[src/rtl/shift_tx_pkg.sv]
// Shared types and helpers for the shift_tx serial transmitter.
package shift_tx_pkg;

   typedef enum logic {
      IDLE  = 1'b0,
      SHIFT = 1'b1
   } tx_state_t;

   // Counter width for a count range of x values; never narrower than one bit.
   function automatic int unsigned cnt_w(input int unsigned x);
      int unsigned w;
      w = $clog2(x);
      return (w < 1) ? 1 : w;
   endfunction

endpackage

[src/rtl/shift_tx_bit_tick_gen.sv]
// Bit-period timer: pulses tick every DIV cycles while run is high.
module bit_tick_gen
   import shift_tx_pkg::*;
#(
   parameter int unsigned DIV = 1
) (
   input  logic clk,
   input  logic reset,
   input  logic run,
   output logic tick
);

   localparam int unsigned   CW   = cnt_w(DIV);
   localparam logic [CW-1:0] LAST = CW'(DIV - 1);

   logic [CW-1:0] div_cnt;

   // Counter restarts from zero whenever run drops, so each frame starts aligned.
   always_ff @(posedge clk) begin
      if (reset || !run) begin
         div_cnt <= '0;
      end else if (div_cnt == LAST) begin
         div_cnt <= '0;
      end else begin
         div_cnt <= div_cnt + CW'(1);
      end
   end

   assign tick = run && (div_cnt == LAST);

endmodule

[src/rtl/shift_tx.sv]
// Parallel-in, serial-out transmitter, MSB first with one sd_en strobe per bit.
// Define SHIFT_TX_PARITY_EN to append an even-parity bit to every frame.
module shift_tx
   import shift_tx_pkg::*;
#(
   parameter int unsigned N   = 8,
   parameter int unsigned DIV = 1
) (
   input  logic         clk,
   input  logic         reset,
   input  logic [N-1:0] load_data,
   input  logic         load_valid,
   output logic         load_ready,
   input  logic         abort,
   output logic         sd,
   output logic         sd_en,
   output logic         busy,
   output logic         done
);

`ifdef SHIFT_TX_PARITY_EN
   localparam int unsigned F = N + 1;
`else
   localparam int unsigned F = N;
`endif
   localparam int unsigned   BW       = cnt_w(F + 1);
   localparam logic [BW-1:0] LAST_BIT = BW'(F - 1);

   tx_state_t     state;
   tx_state_t     state_nxt;
   logic [F-1:0]  shift_reg;
   logic [F-1:0]  capture;
   logic [BW-1:0] bit_cnt;
   logic          run;
   logic          tick;
   logic          accept;

   // Parity rides at the bottom of the shift register so it leaves last.
`ifdef SHIFT_TX_PARITY_EN
   assign capture = {load_data, ^load_data};
`else
   assign capture = load_data;
`endif

   assign run = (state == SHIFT);

   bit_tick_gen #(
      .DIV (DIV)
   ) u_bit_tick_gen (
      .clk   (clk),
      .reset (reset),
      .run   (run),
      .tick  (tick)
   );

   always_ff @(posedge clk) begin
      if (reset) begin
         state <= IDLE;
      end else begin
         state <= state_nxt;
      end
   end

   // Next state and strobes; abort and reset both suppress the current bit.
   always_comb begin
      state_nxt  = state;
      load_ready = 1'b0;
      accept     = 1'b0;
      sd         = 1'b0;
      sd_en      = 1'b0;
      done       = 1'b0;
      busy       = 1'b0;
      case (state)
         IDLE: begin
            load_ready = !reset;
            accept     = load_valid && !reset;
            if (accept) begin
               state_nxt = SHIFT;
            end
         end
         SHIFT: begin
            busy  = 1'b1;
            sd    = shift_reg[F-1];
            sd_en = tick && !abort && !reset;
            done  = sd_en && (bit_cnt == LAST_BIT);
            if (abort || done) begin
               state_nxt = IDLE;
            end
         end
         default: state_nxt = IDLE;
      endcase
   end

   always_ff @(posedge clk) begin
      if (reset) begin
         shift_reg <= '0;
         bit_cnt   <= '0;
      end else if (accept) begin
         shift_reg <= capture;
         bit_cnt   <= '0;
      end else if (sd_en) begin
         shift_reg <= {shift_reg[F-2:0], 1'b0};
         bit_cnt   <= bit_cnt + BW'(1);
      end
   end

endmodule

[config.mk]
export PLATFORM = sky130hd
export DESIGN_NAME = shift_tx
export DESIGN_NICKNAME = d
export VERILOG_FILES = /design/src/rtl/shift_tx_pkg.sv /design/src/rtl/shift_tx_bit_tick_gen.sv /design/src/rtl/shift_tx.sv
export SDC_FILE = /design/constraint.sdc
export NUM_CORES = 1
export LEC_CHECK = 0
export BUFFER_PORTS_ARGS = -buffer_cell sky130_fd_sc_hd__buf_4
export CAP_MARGIN = 0
export CORE_UTILIZATION = 35
export DETAILED_ROUTE_END_ITERATION = 8
export SYNTH_ARGS = -nofsm -noshare
export SYNTH_HDL_FRONTEND = slang
export SYNTH_SLANG_ARGS = --single-unit
[constraint.sdc]
create_clock -name clk -period 3.26 [get_ports clk]
set_clock_uncertainty 0.2 [all_clocks]
set_input_delay 0.163 -clock clk [delete_from_list [all_inputs] [get_ports clk]]
set_output_delay 0.163 -clock clk [all_outputs]
set_load 0.02 [all_outputs]
After elaboration in Yosys (flattened, before gate mapping)

Cells that the tools add are included.

Add/sub/neg operators: 2
Equal/unequal tests: 1
Muxes and demuxes: 11
Bitwise gates (word level): 2
Reduce and logical (&&, ||, !) cells: 13

Operators by type and width:

| kind                                                            | count |
|---|---|
| 8-bit two-way mux                                               | 2 |
| 1-bit two-way mux                                               | 8 |
| 1-bit logical AND                                               | 5 |
| 4-bit by 1-bit adder with 4-bit output, second input constant   | 1 |
| 4-bit by 3-bit == test with 1-bit output, second input constant | 1 |
| 2-bit OR reduction                                              | 2 |
| 1-bit logical NOT                                               | 3 |
| 1-bit logical OR                                                | 2 |
| 1-bit NOT                                                       | 2 |
| 1-bit case mux with 2 select lines                              | 1 |
| 2-bit nonzero test                                              | 1 |
| 1-bit adder, second input constant                              | 1 |

Register bits after elaboration: 14
Output and inout port bits: 5

Depth between registers and ports, before layout

Depth after elaboration: 8
Depth in mapped cells: 5
Depth with buffers taken out: 4

Hierarchy

From an unflattened synthesis, not the netlist that was laid out.

Cell total of the unflattened synthesis: 78
Area, all modules: 675.6 um^2

Modules (own cells, without submodules):

| module       | instances | cells each | area each (um^2) |
|---|---|---|---|
| shift_tx     | 1         | 75         | 638.1 |
| bit_tick_gen | 1         | 3          | 37.5 |

Least setup slack after synthesis

OpenSTA, ideal clock, no wires.

Path type: register to register
From: register state (netlist: run)
To: register state (netlist: run)
Arrival: 1.800 ns
Path slack: 1.108 ns
Stages on the path, launching flop included: 4
Period minus slack after synthesis: 2.152 ns
Cell sequence: dfxtp_1 -> or4b_4 -> nor4_1 -> o41ai_1

Word-level cells in the longest chain between the ends: 7

Ends and longest elaborated chain:

| item                                 | RTL line                    | RTL |
|---|---|---|
| start, declared                      | shift_tx.sv:29              | `tx_state_t state;` |
| start signal, assigned               | shift_tx.sv:60              | `state <= state_nxt;` |
| 1-bit logical AND                    | shift_tx_bit_tick_gen.sv:29 | `assign tick = run && (div_cnt == LAST);` |
| 1-bit logical AND (2 in series)      | shift_tx.sv:84              | `sd_en = tick && !abort && !reset;` |
| 1-bit logical AND                    | shift_tx.sv:85              | `done = sd_en && (bit_cnt == LAST_BIT);` |
| 1-bit logical OR                     | shift_tx.sv:86              | `if (abort \|\| done) begin` |
| 1-bit two-way mux                    | shift_tx.sv:86              |  |
| 1-bit case mux with 2 select lines * | shift_tx.sv:73              | `case (state)` |

Mark *: on every way between the ends. The rest lies on a longest branch, timed or not.
A chain may end at the register's enable or synchronous reset.

Final worst setup path

From: input port reset
To: output port done

Word-level cells in the longest chain between the ends: 4

Ends and longest elaborated chain:

| item              | RTL line       | RTL |
|---|---|---|
| start, declared   | shift_tx.sv:10 | `input logic reset,` |
| 1-bit logical NOT | shift_tx.sv:84 |  |
| 1-bit logical AND | shift_tx.sv:84 |  |
| 1-bit logical AND | shift_tx.sv:85 |  |
| 1-bit two-way mux | shift_tx.sv:73 |  |
| end, declared     | shift_tx.sv:18 | `output logic done` |

No other way between the ends.

==> metrics <==
postcts setup bufs 0; Pre-antenna DRT Iters 4; Hold WC Path Type input pin to flop; Tcrit/Tclk final 0.755; Mapped Nets 89; chip height 45.2 um; synthesis-to-finish area growth 28.9%; GRT Max-Usage Layer met1; VDD IR max 0.168 mV; non-filler instance count after layout 119; Longest Clk Path Bufs 2; kind of critical path input pin to primary output; post-route cell area 843 um2; die width 45.2 um; die area 0.00205 mm2; final hold vios 0; Compound-Gate Fraction of Synth Area 0.222; initial antenna violation count 0; CP Capture Point done; Global Route met2 Usage 0.188; Via Count 559; Final Critical Period 2.46 ns; launch point of the critical path reset; met3 usage 0.0360; largest net degree at the start of global routing 18; Area after DPL 777 um2; worst reg2reg setup slack 1.44 ns; Worst EP required 2.90 ns; Final Net Count 108; Synth Area in Adders 0.0191; mux share of post-synthesis cell area 0; Largest register FFs 8; grt ovf 0; post-synthesis sequential area ratio 0.428; setup violators final 0; Synth Warn # 0; critical-path maximum fanout 14; pre-CTS setup slack 1.37 ns; CTS sink count 14; Final Worst Setup Slack 0.800 ns; number of flops mapped to enable cells by yosys 0; ANT nets after route 0; RSZ-0062 raised after global routing false; type of origin of the critical path input pin; dominant synthesized flop cell dfxtp_1; Post-synth ARST share 0; io pins 17; RR Startpoint run; CP Capture Type primary output; Gate Count Post-Synth 76; mapped cell area 654 um2; initial DRC count 11; Synth Area in Simple Gates 0.239; Distinct cells, synth 25; gr usage total 0.137; clock latency on the worst-skew pair 0.27 ns; Max-Cap Viols 0; main combinational cell family by area after synthesis simple AND/OR/NAND/NOR gates; clk slew on worst S/H paths 0.09 ns; Num CTS Buffers 3; H-tree levels 1; average vias per placed instance 4.70; Synth Register Bits 14; DRC Markers 0; setup TNS 0 ns; CP arrival 2.10 ns; I/O Buffers 16; first-pass GRT wire length 1990 um; Final Max Slew Viols 0; gp weighted congestion 0.739; share of layout cells above drive strength 1 0.319; Starting Density 0.375; Ant. Diodes 0; DR WL/cell 10.4 um; Post-CTS Resized 0; fill count 177; vias in the first global route 499; clk root buf clkbuf_4; final core occ 0.483; TritonCTS clock tree yes; static leakage 0.000328 uW; xor-xnor portion of the synthesized cell area 0.0134; hpwl dp 870 um; pwr/cell area 422 mW/mm2; FP Rows 15; status completed; R2R Path End shift_reg[2]; Mean Syn Cell Area 8.61 um2; Post-Route WL 1240 um; commonest non-fill, non-tap cells in the layout nand2_1 (16), buf_4 (16), dfxtp_1 (14), nor2_1 (9), a311oi_2 (6); core area 0.00175 mm2; length in cells of the worst reg-to-reg path 4; Inst Count DP 112; Max Freq 406 MHz; met1 usage in global routing 0.193
-- worst min-delay path by stage --
stage	startpoint	endpoint	slack, ns	cells after the start
after floorplan	abort	run	0.07	1
after global placement	abort	run	0.16	2
after detailed placement	abort	run	0.18	2
after CTS	load_data[7]	shift_reg[7]	0.01	3
after global routing	load_data[3]	shift_reg[3]	0.02	3
final	load_data[7]	shift_reg[7]	0.01	3
-- final cells by class --
type / count / area (um2) / share of cell area
flip-flops and latches: 14 / 280 / 0.332
repair buffers: 19 / 150 / 0.178
multi-input cells: 52 / 327 / 0.387
clock buffers: 4 / 36.3 / 0.0430
inverters: 5 / 18.8 / 0.0223
well taps: 25 / 31.3 / 0.0371
-- synth_stat cells, types with 2 or more instances --
cell	count	area [um2]
a311oi_2	6	90.1
nand2_1	16	60.1
o21ai_0	2	10.0
dfxtp_1	14	280
inv_1	4	15.0
nor2_1	9	33.8
nand3_1	3	15.0
a21oi_1	4	20.0
buf_2	2	10.0
-- through the flow --
| stage | hold slack (ns) | total power (uW) |
|---|---|---|
| global route | 0.0154 | 372 |
| CTS | 0.0112 | 359 |
| finish | 0.0148 | 356 |
| detailed placement | 0.178 | 234 |
| floorplan | 0.0653 | 217 |
| global placement | 0.164 | 234 |
-- layer usage --
metal / vias to the layer above / routed length, um
met5: - / 0
met4: 0 / 12
met3: 2 / 53
met2: 14 / 533
met1: 249 / 635
li1: 294 / -
-- repair_timing --
item / CTS / global route
hold buffers: 3 / 0
endpoints found under the setup margin: 0 / 0
endpoints found under the hold margin: 9 / 0
-- kinds of logic after synthesis --
family,Yosys count
simple gates,34
compound gates,15
flops,14
buf+inv,10
xor+xnor,1
fa+ha+maj,1
other cells,1
-- worst max-delay path, stage by stage --
cell           delay [ns]
dlygate4sd3_1        0.55
buf_4                0.19
or4b_4               0.65
nor4_1               0.33
buf_4                0.22
-- report_power, final --
part           leakage (uW)  internal (uW)  total (uW)  switching, uW
registers          0.000115            180         185           5.06
logic              0.000192           25.1        48.1           23.1
clock network     0.0000210           67.8         123           54.9
total              0.000328            273         356           83.1
No activity file was read; power rests on OpenSTA's default activity.
